## src/rtl/turbo_pkg.sv

```systemverilog
// Shared turbo-link definitions used by the encoder and the block checker.
//   SYM_SYS / SYM_P1 / SYM_P2 : bit positions of the fields inside a 3-bit symbol
//   chk_state_e               : block checker state machine encoding
//   rsc_step(s, u)            : one RSC step, returns {next_state[2:0], parity}
//   intlv_idx(k, mul, add, n) : block interleaver pi(k) = (mul*k + add) mod n
package turbo_pkg;

  localparam int SYM_SYS = 0;
  localparam int SYM_P1  = 1;
  localparam int SYM_P2  = 2;

  typedef enum logic [1:0] {
    ST_COLLECT = 2'd0,
    ST_ENC2    = 2'd1,
    ST_DONE    = 2'd2
  } chk_state_e;

  // State s[0]=D, s[1]=D^2, s[2]=D^3; feedback taps D^2,D^3, parity taps 1,D,D^3.
  function automatic logic [3:0] rsc_step(input logic [2:0] s, input logic u);
    logic a;
    a = u ^ s[1] ^ s[2];
    return {s[1], s[0], a, a ^ s[0] ^ s[2]};
  endfunction

  function automatic int unsigned intlv_idx(input int unsigned k,
                                            input int unsigned mul,
                                            input int unsigned add,
                                            input int unsigned n);
    return (mul * k + add) % n;
  endfunction

endpackage

```

## src/rtl/rsc_enc_core.sv

```systemverilog
// One recursive systematic convolutional encoder: 3-bit state register with
// step enable and synchronous clear. Parity is combinational from the current
// state and the input bit so the caller can compare it in the same cycle.
//   clk, reset : clock, synchronous active-high reset
//   en         : advance the state by one step with input u
//   clr        : return the state to 0 (start of a new block)
//   u          : systematic input bit
//   parity     : parity bit produced by stepping with u from the current state
module rsc_enc_core
  import turbo_pkg::*;
(
  input  logic clk,
  input  logic reset,
  input  logic en,
  input  logic clr,
  input  logic u,
  output logic parity
);

  logic [2:0] s;
  logic [3:0] step;

  assign step   = rsc_step(s, u);
  assign parity = step[0];

  // NOTE: sequential state uses non-blocking assignments so every register
  // samples pre-edge values regardless of block ordering.
  always_ff @(posedge clk) begin
    if (reset || clr) s <= 3'd0;
    else if (en)      s <= step[3:1];
  end

endmodule

```

## config.mk

```make
export PLATFORM = sky130hd
export DESIGN_NAME = rsc_enc_core
export DESIGN_NICKNAME = d
export VERILOG_FILES = /design/src/rtl/turbo_pkg.sv /design/src/rtl/rsc_enc_core.sv
export SDC_FILE = /design/constraint.sdc
export NUM_CORES = 1
export LEC_CHECK = 0
export CORE_AREA = 2 2 39 41
export DETAILED_ROUTE_END_ITERATION = 7
export DIE_AREA = 0 0 41 43
export DONT_BUFFER_PORTS = 1
export PLACE_DENSITY = 0.3
export SETUP_SLACK_MARGIN = 0.5
export SLEW_MARGIN = 25
export SYNTH_ARGS = -nofsm -noshare
export SYNTH_HDL_FRONTEND = slang
export SYNTH_SLANG_ARGS = --single-unit
```

## constraint.sdc

```tcl
create_clock -name clk -period 1.05 [get_ports clk]
set_input_delay 0.1575 -clock clk [delete_from_list [all_inputs] [get_ports clk]]
set_output_delay 0.1575 -clock clk [all_outputs]
set_load 0.03 [all_outputs]
```

==> flow_summary.yaml <==
route:
  viasPerCell: 3.47
  remaining_drc_errors: 0
  vias: 132
  final_antenna_net_count: 0
  wirelength_um: 295
  dr.pass1.iters: 2
  dr.first_iter.drc_count: 6
  wl_per_cell_um: 7.76
logic_synthesis:
  ys_seq_elements: 3
  synth_warnings: 0
  syn_inst: 14
  synth_area_per_cell_um2: 10.5
  synth_area_um2: 148
  yosysSeqAreaShare: 0.407
  synth.distinct_cells: 9
  synth.net_count: 19
timing:
  setup-tns-final_ns: -0.124
  timing.slew.headroom: 0.869
  fmax_ghz: 0.851
  tightestPinTransition_ns: 0.195
  setup_slack_ns: -0.124
  fin_skew_ns: 0.00214
  post-route-period-util: 1.12
  setup_violations: 1
  period_needed_ns: 1.17
  slew_violations: 0
  holdWs_ns: -0.00572
  hold_viol: 1
  rsz0062_at_grt: "true"
layout:
  largest_reg_flops: 3
  top_regs: "s x3"
  insertedDiodeCount: 0
  largest-register: "s"
  fillerInstances: 153
  seq_area_um2: 62.6
  final_common_cell: "clkbuf_4"
  final_cells: 38
  nets: 28
  layout-drive-gt1-share: 0.500
  multi_input_area_um2: 95.1
  area_delta_synth_final_pct: 63.6
  utilization: 0.175
pwr:
  ir_worst_vdd_uv: 445
  power_density_mw_per_mm2: 1480
  p_int_uw: 284
  p_leak_uw: 0.0000930
  power_frac_clock: 0.550
  swShare: 0.205
  pwr-share-comb: 0.117
  seq_power_share: 0.333
  p_switching_uw: 73.4
clock_tree:
  clk_latency_ns: 0.23
  cts_tree: "built"
  cts_buffers: 3
  cts.sinks: 3
  h-tree-depth: 1
  cts.clk_slew.worst_paths_ns: 0.03
  cts_buffer_depth: 2
  root_buffer: "clkbuf_4"
run_status:
  status: "complete, but fails checks"
  violations: "negative hold slack, negative setup slack"
critical_path:
  cp-start-kind: "register"
  timing.rr.start: "s[1]"
  slowest_stage: "dfxtp_2"
  ff2ff_setup_slack_ns: 0.06
  cp_slowest_stage_delay_ns: 0.32
  crit_type: "register to output port"
  cp_cell_sequence: "xnor2_2, xnor2_2, buf_6"
  worst_ep_required_time_ns: 0.89
  cp-endpoint: "parity"
  rr_worst_depth: 5
  arrival_ns: 1.02
  crit_start: "s[1]"
  cp_max_fo: 2
  end_kind: "output port"
  r2r_end: "s[0]"
  path_common_cell: "xnor2_2"
floorplan:
  floorplan.rows: 14
  die-area_mm2: 0.00176
  fp.dieH_um: 43
  initial_core_util: 0.107
  pin_count: 6
  core_area_mm2: 0.00138
  fp.dieW_um: 41
place:
  hpwl_um: 227
  port_buffers: 0
  gp_congestion: 0.612
  placedCellCount: 32
global_routing:
  grtUsageTotal: 0.0482
  grt_max_degree: 6
  grt_pass1_vias: 117
  grt_overflow: 0
  antenna_found_initial: 0
  grt_pass1_wl_um: 489
min_path:
  hp-class: "input port to register"
job:
  cap_violations: 0
worst min-delay path by stage:
stage	slack, ns	cells past startpoint	start	endpoint
6_report	-0.006	1	reset	s[1]
5_1_grt	-0.02	1	reset	s[1]
4_1_cts	-0.02	1	reset	s[1]
3_5_place_dp	0.23	1	reset	s[1]
3_3_place_gp	0.23	1	reset	s[1]
2_1_floorplan	0.23	1	reset	s[1]
cell families (layout without fill, tap and decap cells):
family	Yosys count	in the layout	share of synthesized area
multiplexers	2	2	0.136
buffers and inverters	0	8	0
AO/OA/AOI/OAI	1	1	0.0509
XOR/XNOR	2	2	0.170
flip-flops	3	3	0.407
AND/OR/NAND/NOR	6	6	0.237
power by group through the flow:
stage	clock network (uW)	logic [uW]	registers, uW
after floorplan	0	24.1	120
after global placement	0	33.9	121
after detailed placement	0	34.0	121
after CTS	209	42.4	119
after global routing	217	44.9	119
final	196	41.9	119
critical path, delay by kind of cell (launching register included):
family	cells	cell delay, ns
XOR/XNOR	2	0.32
buffers and inverters	1	0.15
flip-flops	1	0.32
Yosys cell counts:
cell / instances / share of area
dfxtp_1: 3 / 0.41
mux2i_1: 2 / 0.14
nand3b_1: 2 / 0.10
nand4_1: 1 / 0.042
nor2_1: 1 / 0.025
nor3_1: 2 / 0.068
o211ai_1: 1 / 0.051
xnor2_1: 1 / 0.059
xnor2_2: 1 / 0.11
stage by stage:
step	cell area (um^2)	worst slack, ns	power (uW)
after floorplan	158	0.0726	144
after global routing	241	-0.165	380
after detailed placement	193	0.0616	155
after CTS	241	-0.142	370
final	241	-0.124	357
after global placement	193	0.0501	155
area by class of cell:
type,instances,area share
tap,16,0.0829
multi-input combinational,11,0.394
sequential,3,0.259
clock buffer,4,0.109
timing repair buffer,4,0.155
per-layer routing:
layer | GRT usage | share of wire
met4 | 0.0600 | 0
met5 | 0 | 0
met2 | 0.0344 | 0.41
met3 | 0.0628 | 0.20
met1 | 0.0516 | 0.39
repair_timing:
item / CTS / global route
endpoints found under the setup margin: 4 / 4
pin swaps: 3 / 2
gates resized for setup: 2 / 0
hold endpoints to repair: 2 / 2
cloned: 0 / 0
buffers inserted: 2 / 0
Power figures use the tool's default switching activity.
